`config.mk`:
```
export PLATFORM = sky130hd
export DESIGN_NAME = ps2_mouse_rx
export DESIGN_NICKNAME = d
export VERILOG_FILES = /design/src/rtl/ps2m_pkg.sv /design/src/rtl/ps2_frame_rx.sv /design/src/rtl/ps2_mouse_rx.sv
export SDC_FILE = /design/constraint.sdc
export NUM_CORES = 1
export LEC_CHECK = 0
export BUFFER_PORTS_ARGS = -buffer_cell sky130_fd_sc_hd__buf_2
export CORE_AREA = 2 2 120 122
export DETAILED_ROUTE_END_ITERATION = 6
export DIE_AREA = 0 0 122 124
export PLACE_DENSITY_LB_ADDON = 0.15
export SLEW_MARGIN = 15
export SYNTH_ARGS = -nofsm -noshare
export SYNTH_HDL_FRONTEND = slang
export SYNTH_HIERARCHICAL = 1
export SYNTH_SLANG_ARGS = --single-unit
```
`constraint.sdc`:
```
create_clock -name clk_sys -period 2.47 [get_ports clk_sys]
set_input_delay 0.247 -clock clk_sys [delete_from_list [all_inputs] [get_ports clk_sys]]
set_output_delay 0.247 -clock clk_sys [all_outputs]
set_load 0.005 [all_outputs]
```
`src/rtl/ps2m_pkg.sv`:
```
// Shared types and constants for the PS/2 mouse receiver.
package ps2m_pkg;

  localparam int unsigned FRAME_BITS = 11;
  localparam int unsigned SYNC_BIT   = 3;
  localparam int unsigned BYTE_W     = 8;
  localparam int unsigned MOUSE_W    = 25;

  typedef enum logic {
    IDLE  = 1'b0,
    SHIFT = 1'b1
  } frame_state_e;

  typedef enum logic [1:0] {
    B0 = 2'd0,
    B1 = 2'd1,
    B2 = 2'd2
  } pkt_state_e;

  // Mouse bus payload as seen by the register front ends.
  typedef struct packed {
    logic              toggle;
    logic [BYTE_W-1:0] dy;
    logic [BYTE_W-1:0] dx;
    logic [BYTE_W-1:0] status;
  } ps2_mouse_t;

  // Odd parity: data plus parity bit must hold an odd number of ones.
  function automatic logic odd_parity_ok(input logic [BYTE_W-1:0] data, input logic par);
    return ^{data, par};
  endfunction

endpackage

```
`src/rtl/ps2_frame_rx.sv`:
```
// PS/2 frame receiver: pin synchronisers, clock glitch filter, 11-bit frame
// FSM and mid-frame bit timeout. Outputs are single-cycle combinational strobes.
module ps2_frame_rx
  import ps2m_pkg::*;
#(
  parameter int unsigned FILTER_LEN  = 8,
  parameter int unsigned BIT_TIMEOUT = 100000
) (
  input  logic              clk_sys,
  input  logic              reset_n,
  input  logic              ps2_clk,
  input  logic              ps2_dat,
  output logic              byte_valid_c,
  output logic [BYTE_W-1:0] byte_c,
  output logic              frame_err_c
);

  localparam int unsigned FW = $clog2(FILTER_LEN + 1);
  localparam int unsigned TW = $clog2(BIT_TIMEOUT + 1);
  localparam int unsigned CW = 4;

  logic [1:0]    clk_sync_q;
  logic [1:0]    dat_sync_q;
  logic          filt_q, filt_d;
  logic [FW-1:0] filt_cnt_q, filt_cnt_d;
  logic          fall_c;
  logic          dat_s;

  frame_state_e  state_q, state_d;
  logic [CW-1:0] bitcnt_q, bitcnt_d;
  logic [BYTE_W:0] shift_q, shift_d;
  logic [TW-1:0] idle_cnt_q, idle_cnt_d;

  assign dat_s = dat_sync_q[1];

  // Two-flop synchronisers; idle-high reset so no edge is seen out of reset.
  always_ff @(posedge clk_sys or negedge reset_n) begin
    if (!reset_n) begin
      clk_sync_q <= 2'b11;
      dat_sync_q <= 2'b11;
    end else begin
      clk_sync_q <= {clk_sync_q[0], ps2_clk};
      dat_sync_q <= {dat_sync_q[0], ps2_dat};
    end
  end

  // Filtered clock level flips only after FILTER_LEN consecutive differing samples.
  always_comb begin
    filt_d     = filt_q;
    filt_cnt_d = '0;
    if (clk_sync_q[1] != filt_q) begin
      if (filt_cnt_q == FW'(FILTER_LEN - 1)) begin
        filt_d = clk_sync_q[1];
      end else begin
        filt_cnt_d = filt_cnt_q + 1'b1;
      end
    end
  end

  assign fall_c = filt_q & ~filt_d;

  // Filter state register.
  always_ff @(posedge clk_sys or negedge reset_n) begin
    if (!reset_n) begin
      filt_q     <= 1'b1;
      filt_cnt_q <= '0;
    end else begin
      filt_q     <= filt_d;
      filt_cnt_q <= filt_cnt_d;
    end
  end

  // Frame FSM next state: start check, LSB-first shift, parity/stop check, timeout.
  always_comb begin
    state_d      = state_q;
    bitcnt_d     = bitcnt_q;
    shift_d      = shift_q;
    idle_cnt_d   = idle_cnt_q;
    byte_valid_c = 1'b0;
    frame_err_c  = 1'b0;
    byte_c       = shift_q[BYTE_W-1:0];
    case (state_q)
      IDLE: begin
        idle_cnt_d = '0;
        if (fall_c) begin
          if (!dat_s) begin
            state_d  = SHIFT;
            bitcnt_d = CW'(1);
          end else begin
            frame_err_c = 1'b1;
          end
        end
      end
      SHIFT: begin
        if (fall_c) begin
          idle_cnt_d = '0;
          if (bitcnt_q == CW'(FRAME_BITS - 1)) begin
            state_d  = IDLE;
            bitcnt_d = '0;
            if (odd_parity_ok(shift_q[BYTE_W-1:0], shift_q[BYTE_W]) && dat_s) begin
              byte_valid_c = 1'b1;
            end else begin
              frame_err_c = 1'b1;
            end
          end else begin
            shift_d  = {dat_s, shift_q[BYTE_W:1]};
            bitcnt_d = bitcnt_q + 1'b1;
          end
        end else if (idle_cnt_q == TW'(BIT_TIMEOUT - 1)) begin
          frame_err_c = 1'b1;
          state_d     = IDLE;
          bitcnt_d    = '0;
          idle_cnt_d  = '0;
        end else begin
          idle_cnt_d = idle_cnt_q + 1'b1;
        end
      end
      default: state_d = IDLE;
    endcase
  end

  // Frame FSM state register.
  always_ff @(posedge clk_sys or negedge reset_n) begin
    if (!reset_n) begin
      state_q    <= IDLE;
      bitcnt_q   <= '0;
      shift_q    <= '0;
      idle_cnt_q <= '0;
    end else begin
      state_q    <= state_d;
      bitcnt_q   <= bitcnt_d;
      shift_q    <= shift_d;
      idle_cnt_q <= idle_cnt_d;
    end
  end

endmodule

```
`src/rtl/ps2_mouse_rx.sv`:
```
// PS/2 mouse receiver top: assembles 3-byte movement packets and publishes
// them on the 25-bit mouse bus by flipping the toggle bit.
// Optional PS2M_ERRCNT_EN adds a saturating 8-bit frame error counter on err_cnt.
module ps2_mouse_rx
  import ps2m_pkg::*;
#(
  parameter int unsigned FILTER_LEN  = 8,
  parameter int unsigned BIT_TIMEOUT = 100000,
  parameter int unsigned PKT_TIMEOUT = 1000000
) (
  input  logic               clk_sys,
  input  logic               reset_n,
  input  logic               ps2_clk,
  input  logic               ps2_dat,
  output logic [MOUSE_W-1:0] ps2_mouse,
  output logic               frame_err
`ifdef PS2M_ERRCNT_EN
  ,
  output logic [7:0]         err_cnt
`endif
);

  localparam int unsigned GW = $clog2(PKT_TIMEOUT + 1);

  logic              byte_valid_c;
  logic [BYTE_W-1:0] byte_c;
  logic              rx_err_c;

  pkt_state_e        pstate_q, pstate_d;
  logic [BYTE_W-1:0] status_q, status_d;
  logic [BYTE_W-1:0] dx_q, dx_d;
  logic [GW-1:0]     gap_q, gap_d;
  ps2_mouse_t        mouse_q, mouse_d;
  logic              frame_err_q, frame_err_d;

  ps2_frame_rx #(
    .FILTER_LEN  (FILTER_LEN),
    .BIT_TIMEOUT (BIT_TIMEOUT)
  ) u_frame_rx (
    .clk_sys      (clk_sys),
    .reset_n      (reset_n),
    .ps2_clk      (ps2_clk),
    .ps2_dat      (ps2_dat),
    .byte_valid_c (byte_valid_c),
    .byte_c       (byte_c),
    .frame_err_c  (rx_err_c)
  );

  // Packet FSM next state: sync-bit alignment, byte capture, publish, gap timeout.
  always_comb begin
    pstate_d    = pstate_q;
    status_d    = status_q;
    dx_d        = dx_q;
    gap_d       = '0;
    mouse_d     = mouse_q;
    frame_err_d = rx_err_c;
    case (pstate_q)
      B0: begin
        if (byte_valid_c && byte_c[SYNC_BIT]) begin
          status_d = byte_c;
          pstate_d = B1;
        end
      end
      B1: begin
        if (byte_valid_c) begin
          dx_d     = byte_c;
          pstate_d = B2;
        end else if (rx_err_c) begin
          pstate_d = B0;
        end else if (gap_q == GW'(PKT_TIMEOUT - 1)) begin
          pstate_d    = B0;
          frame_err_d = 1'b1;
        end else begin
          gap_d = gap_q + 1'b1;
        end
      end
      B2: begin
        if (byte_valid_c) begin
          mouse_d.toggle = ~mouse_q.toggle;
          mouse_d.dy     = byte_c;
          mouse_d.dx     = dx_q;
          mouse_d.status = status_q;
          pstate_d       = B0;
        end else if (rx_err_c) begin
          pstate_d = B0;
        end else if (gap_q == GW'(PKT_TIMEOUT - 1)) begin
          pstate_d    = B0;
          frame_err_d = 1'b1;
        end else begin
          gap_d = gap_q + 1'b1;
        end
      end
      default: pstate_d = B0;
    endcase
  end

  // Packet FSM state, captured bytes and registered outputs.
  always_ff @(posedge clk_sys or negedge reset_n) begin
    if (!reset_n) begin
      pstate_q    <= B0;
      status_q    <= '0;
      dx_q        <= '0;
      gap_q       <= '0;
      mouse_q     <= '0;
      frame_err_q <= 1'b0;
    end else begin
      pstate_q    <= pstate_d;
      status_q    <= status_d;
      dx_q        <= dx_d;
      gap_q       <= gap_d;
      mouse_q     <= mouse_d;
      frame_err_q <= frame_err_d;
    end
  end

  assign ps2_mouse = mouse_q;
  assign frame_err = frame_err_q;

`ifdef PS2M_ERRCNT_EN
  logic [7:0] err_cnt_q;

  // Saturating count of frame error pulses, cleared only by reset.
  always_ff @(posedge clk_sys or negedge reset_n) begin
    if (!reset_n) begin
      err_cnt_q <= '0;
    end else if (frame_err_d && (err_cnt_q != 8'hFF)) begin
      err_cnt_q <= err_cnt_q + 8'd1;
    end
  end

  assign err_cnt = err_cnt_q;
`endif

endmodule

```
==> results of run 1 <==
-- area by class of cell --
| class | count | area [µm²] |
|---|---|---|
| clock inverter | 4 | 76.3 |
| clock buffer | 12 | 246 |
| tap | 180 | 225 |
| sequential | 104 | 2610 |
| fill | 1325 | 8160 |
| timing repair buffer | 48 | 339 |
| inverter | 16 | 60.1 |
| multi-input combinational | 261 | 2000 |
-- through the flow --
step,std cells,total power [mW]
2_1_floorplan,398,1.85
3_3_place_gp,606,1.91
3_5_place_dp,606,1.91
4_1_cts,625,3.47
5_1_grt,625,3.55
6_report,625,3.41
-- flip-flops by register name, summed over array words and instances, names as in the netlist, 2 cells and up --
signal / flops
dx_q: 8
gap_q: 20
ps2_mouse: 25
pstate_q: 2
status_q: 8
u_frame_rx/bitcnt_q: 4
u_frame_rx/clk_sync_q: 2
u_frame_rx/dat_sync_q: 2
u_frame_rx/filt_cnt_q: 4
u_frame_rx/idle_cnt_q: 17
u_frame_rx/shift_q: 9
-- layer usage --
layer / track usage, % / vias to the layer above / part of all wire (%)
met5: 0 / - / 0
li1: - / 1494 / -
met2: 20.6 / 41 / 48
met4: 5.32 / 0 / 1.6
met1: 14.9 / 1515 / 47
met3: 3.34 / 10 / 3.7
-- synthesized netlist by cell type, drive strengths merged, types with 2 or more instances --
cell type,number,area [µm²]
dfrtp,99,2480
mux2,48,541
nor2,35,131
xnor2,23,201
nand3,21,120
inv,16,60.1
nand2,16,60.1
nand4,13,103
a21oi,11,55.1
buf,11,75.1
ha,9,113
or3,9,66.3
nor3,8,40.0
o21ai,8,40.0
xor2,8,70.1
clkbuf,6,26.3
nor4,6,37.5
dfstp,5,131
o31ai,5,37.5
and3,4,25.0
nand2b,3,18.8
or4,3,22.5
a31oi,2,12.5
and4,2,18.8
mux2i,2,20.0
nand3b,2,15.0
nor2b,2,12.5
nor4b,2,17.5
nor4bb,2,20.0
o221ai,2,17.5
xnor3,2,45.0
-- placed cells by master, fill, tap and decap left out, types with 9 or more instances in the layout --
cell type,n
dfrtp_1,98
mux2_2,48
nor2_1,35
buf_2,28
xnor2_1,22
nand3_1,18
inv_1,16
nand2_1,15
buf_4,13
nand4_1,11
a21oi_1,11
ha_1,9
clkbuf_16,9
-- cells by family after synthesis --
group | count (synthesis) | synth area share [%]
muxes | 50 | 11.8
DFF | 104 | 55.0
AOI/OAI and AO/OA | 38 | 5.23
xor gates and xnor gates | 33 | 6.68
and+or+nand+nor | 131 | 15.5
buffers and inverters | 33 | 3.40
adders and majority gates | 9 | 2.38
-- final timing paths --
kind                       slack, ps                                 end
max                              180            ps2_mouse[6]$_DFFE_PN0P_
min                              350  u_frame_rx/clk_sync_q[1]$_DFF_PN1_
max reg2reg                      180            ps2_mouse[6]$_DFFE_PN0P_
min reg2reg                      350  u_frame_rx/clk_sync_q[1]$_DFF_PN1_
max in group asynchronous       1340   u_frame_rx/shift_q[6]$_DFFE_PN0P_
min in group asynchronous        450            ps2_mouse[0]$_DFFE_PN0P_
-- timing repair --
action | 4_1_cts | 5_1_grt
hold buffers | 3 | 0
buffers inserted | 0 | 0
endpoints found under the setup margin | 8 | 60
pin swaps | 0 | 2
resized for setup | 1 | 6
hold endpoints to repair | 39 | 0
-- report_power, final --
group,internal (mW),switching [mW]
combinational,0.0477,0.0682
clock,0.920,0.612
sequential,1.74,0.0224
-- worst max-delay path, stage by stage, from the launching register on --
cell	delay, ps
dfrtp_1	390
xor2_1	160
xnor3_1	400
mux2i_2	250
nor4b_4	250
buf_6	170
nand2_1	90
buf_12	180
mux2_2	280
==> summary.md, run 1 <==
| Metric | Value |
|---|---|
| Outcome | finished clean |
| Root buffer cell | clkbuf_16 |
| Clk_lat worst skew | 350 ps |
| Clock Tree Buf Depth | 2 |
| Design area | 5560 µm² |
| Tmin final | 2290 ps |
| Cts bufs inserted | 9 |
| Via density | 4.90 |
| Routed vias | 3060 |
| Yosys warnings | 6 |
| Hold crit path type | register to register |
| Crit path launch | u_frame_rx/shift_q[1]$_DFFE_PN0P_ |
| Transition time of the tightest slew-check pin | 580 ps |
| Worst hold start | u_frame_rx/clk_sync_q[0]$_DFF_PN1_ |
| 1st-iter DRT viols | 119 |
| Antenna diode count | 0 |
| Core Util, Final | 40.5% |
| Routability congestion estimate from global placement | 0.843 |
| Syn avg cell area | 11.9 µm² |
| Post-place setup slack | -23.1 ps |
| Final period util | 92.9% |
| Total routed wirelength | 8610 µm |
| Worst-path maximum fanout | 25 |
| Final setup violation count | 0 |
| Fmax | 0.436 GHz |
| Main synth FF type | dfrtp_1 |
| CTS H-tree lvls | 3 |
| Final nets | 453 |
| Nature of the critical path endpoint | register |
| Worst reg-to-reg path cell count | 8 |
| Sequential element share of the synthesized area | 55.0% |
| Post-Syn Nets | 411 |
| Remaining antenna violation count after routing | 0 |
| CTS tree | yes |
| Worst EP required | 2700 ps |
| Total congestion overflow | 0 |
| Hold_ws | 348 ps |
| Routed WL per cell | 13.8 µm |
| IO Pins | 30 |
| Antenna violations before repair | 0 |
| Max cap viols | 0 |
| Clk pin slew, worst setup/hold paths | 70 ps |
| Leak pwr | 2.55 nW |
| Mapped cell area | 4740 µm² |
| Total GRT Usage | 12.3% |
| VDD IR max | 0.297 mV |
| Die width | 122 µm |
| Initial core utilization | 34.6% |
| Count of unique library cells instantiated by Yosys | 51 |
| Global-route wire length before repair | 14400 µm |
| First-pass DRT Iterations | 4 |
| P per Cell Area | 614 nW/µm² |
| Total clock sinks | 104 |
| WP data arrival | 2520 ps |
| Vias in the first global route | 3014 |
| FF-to-FF Start | u_frame_rx/shift_q[1]$_DFFE_PN0P_ |
| Slew Viols, Final | 0 |
| Largest net degree at the start of global routing | 45 |
| Area of placed instances | 5170 µm² |
| Core area | 13700 µm² |
| Port Buffer Count | 29 |
| Hold Fails Final Rpt | 0 |
| Die ar. | 15100 µm² |
| Critical Path Source Type | register |
| HPWL Detailed | 5950 µm |
| Row count | 43 |
| Post-synth EDFFs | 0 |
| FF+latch count, synth | 104 |
| Post-Syn Instances | 398 |
| Ys async rst share | 100% |
| Layout cells sized above 1 | 28.5% |
| Die Y | 124 µm |
| Unrepaired setup endpoints after global routing | false |
| Area growth syn-to-layout | 17.2% |
| Final setup slack of the worst path | 176 ps |
| Worst Skew | 10.4 ps |
| DR DRC count | 0 |
| Hold Path Depth | 0 |
| Slew headroom | 61.2% |
| Setup TNS | 0 ps |
| Critical path class | register to register |
No activity file was read; power rests on OpenSTA's default activity.
==> run 2, diff against run 1 <==
Settings changed: PLACE_DENSITY_LB_ADDON 0.15 to not set.
==> run 2 against run 1 <==
Count of clock-buffer cells in the layout decreased by 1. Combinational power decreased by 3%. Critical path type unchanged. Sequential power about the same. Clock skew decreased by 5.7 ps. Global-route usage decreased by 0.60 points. Wire length decreased by 5.6%. Non-clock buffer count decreased by 3. Sequential cell count unchanged. Total power decreased by 2.4%. Maximum frequency decreased by 1.2%. Via count decreased by 0.85%.
==> summary.md, run 2 (same netlist as run 1, synthesis figures left out) <==
| Metric | Value |
|---|---|
| Nature of the critical path endpoint | register |
| Hold Path Depth | 0 |
| Remaining antenna violation count after routing | 0 |
| Worst reg-to-reg path cell count | 8 |
| Die Y | 124 µm |
| Final nets | 450 |
| Buffers plus inverters on the worst setup path | 2 |
| Worst EP required | 2690 ps |
| Antenna diode count | 0 |
| Leak pwr | 2.53 nW |
| Design area | 5500 µm² |
| First-pass DRT Iterations | 5 |
| Final period util | 94.0% |
| IO Pins | 30 |
| Area growth syn-to-layout | 16.1% |
| Max stage delay cell, worst path | dfrtp_2 |
| Initial core utilization | 34.6% |
| Commonest non-fill, non-tap cell in the layout | dfrtp_1 |
| Total congestion overflow | 0 |
| Sequential cell area | 2610 µm² |
| Reg2reg end | ps2_mouse[2]$_DFFE_PN0P_ |
| Crit path max-delay family | XOR/XNOR gates |
| Core Util, Final | 40.1% |
| Via density | 4.89 |
| Total GRT Usage | 11.7% |
| Worst-path maximum fanout | 25 |
| Worst Skew | 4.71 ps |
| Port Buffer Count | 29 |
| 1st-iter DRT viols | 166 |
| Power Total | 3.33 mW |
| Slew Viols, Final | 0 |
| Routed WL per cell | 13.1 µm |
| CTS H-tree lvls | 3 |
| FF-to-FF Start | u_frame_rx/shift_q[6]$_DFFE_PN0P_ |
| Fillers | 1299 |
| Critical Path Source Type | register |
| Largest net degree at the start of global routing | 54 |
| P per Cell Area | 605 nW/µm² |
| Hold crit path type | register to register |
| Final setup slack of the worst path | 149 ps |
| Commonest non-fill, non-tap cells in the layout | 97 x dfrtp_1, 48 x mux2_2, 35 x nor2_1 |
| Area of placed instances | 5140 µm² |
| Die ar. | 15100 µm² |
| CTS tree | yes |
| Setup TNS | 0 ps |
| DR DRC count | 0 |
| Global-route wire length before repair | 14100 µm |
| Crit path depth | 8 |
| WHS Endpoint | u_frame_rx/clk_sync_q[1]$_DFF_PN1_ |
| Area of the multi-input gates | 1990 µm² |
| HPWL Detailed | 5690 µm |
| Hold_ws | 357 ps |
| Total routed wirelength | 8130 µm |
| Max cap viols | 0 |
| VDD IR max | 0.324 mV |
| Final setup violation count | 0 |
| Die width | 122 µm |
| Slowest cell delay on critical path | 430 ps |
| Routed vias | 3034 |
| Routability congestion estimate from global placement | 0.825 |
| Clk pin slew, worst setup/hold paths | 70 ps |
| Vias in the first global route | 2997 |
| Layout cells sized above 1 | 27.9% |
| Worst hold start | u_frame_rx/clk_sync_q[0]$_DFF_PN1_ |
| Total clock sinks | 104 |
| Max reg flops | 25 |
| Crit path launch | u_frame_rx/shift_q[6]$_DFFE_PN0P_ |
| Row count | 43 |
| Core area | 13700 µm² |
| WP data arrival | 2540 ps |
| Tmin final | 2320 ps |
| Register-to-register path setup slack | 150 ps |
| Fmax | 0.431 GHz |
| Layout Cells excl Fill | 621 |
| Transition time of the tightest slew-check pin | 674 ps |
| Clock Tree Buf Depth | 2 |
| Post-place setup slack | 42.1 ps |
| CP Cell Sequence | xnor2_1 > xnor3_1 > mux2i_1 > nor4b_4 > buf_4 > nand2_1 > buf_12 > mux2_2 |
| Slew headroom | 55.1% |
| Hold Fails Final Rpt | 0 |
| Critical path class | register to register |
| Root buffer cell | clkbuf_16 |
| Cts bufs inserted | 9 |
| Clk_lat worst skew | 330 ps |
| Antenna violations before repair | 0 |
| Placed Cells | 602 |
| Outcome | finished clean |
## run 2: how the worst max path moves through the flow
stage / endpoint / slack (ps)
CTS: dx_q[3]$_DFFE_PN0P_ / 10
floorplan: ps2_mouse[13]$_DFFE_PN0P_ / 70
global placement: dx_q[1]$_DFFE_PN0P_ / 110
detailed placement: dx_q[0]$_DFFE_PN0P_ / 40
finish: ps2_mouse[2]$_DFFE_PN0P_ / 150
global route: gap_q[18]$_DFF_PN0_ / -10
## run 2: area by class of cell
cell class	count	share of cell area (%)
Timing Repair Buffer	45	5.68
Inverter	16	1.09
Clock inverter	4	1.27
Tap cell	180	4.09
Sequential cell	104	47.4
Clock buffer	11	4.23
Multi-Input combinational cell	261	36.2
## run 2: power by group
| group | switching [mW] | total [mW] | internal [mW] |
|---|---|---|---|
| Sequential | 0.0234 | 1.76 | 1.74 |
| Combinational | 0.0663 | 0.112 | 0.0460 |
| Clock | 0.573 | 1.45 | 0.879 |
## run 2: worst reg2reg max path, cell delays in order (launching register included)
cell	delay (ps)
dfrtp_2	430
xnor2_1	150
xnor3_1	420
mux2i_1	220
nor4b_4	240
buf_4	190
nand2_1	90
buf_12	180
mux2_2	290
## run 2: timing repair
| item | in CTS | in global routing |
|---|---|---|
| endpoints found under the hold margin | 49 | 0 |
| hold buffers | 3 | 0 |
| resized for setup | 0 | 6 |
| setup buffers | 0 | 1 |
| setup endpoints to repair | 0 | 60 |
## run 2: per-layer routing
| layer | vias up | routed length [µm] | global-route usage (%) |
|---|---|---|---|
| met5 | - | 0 | 0 |
| met2 | 42 | 3830 | 19.2 |
| met4 | 0 | 102 | 3.88 |
| li1 | 1486 | - | - |
| met3 | 9 | 263 | 3.30 |
| met1 | 1497 | 3940 | 14.9 |
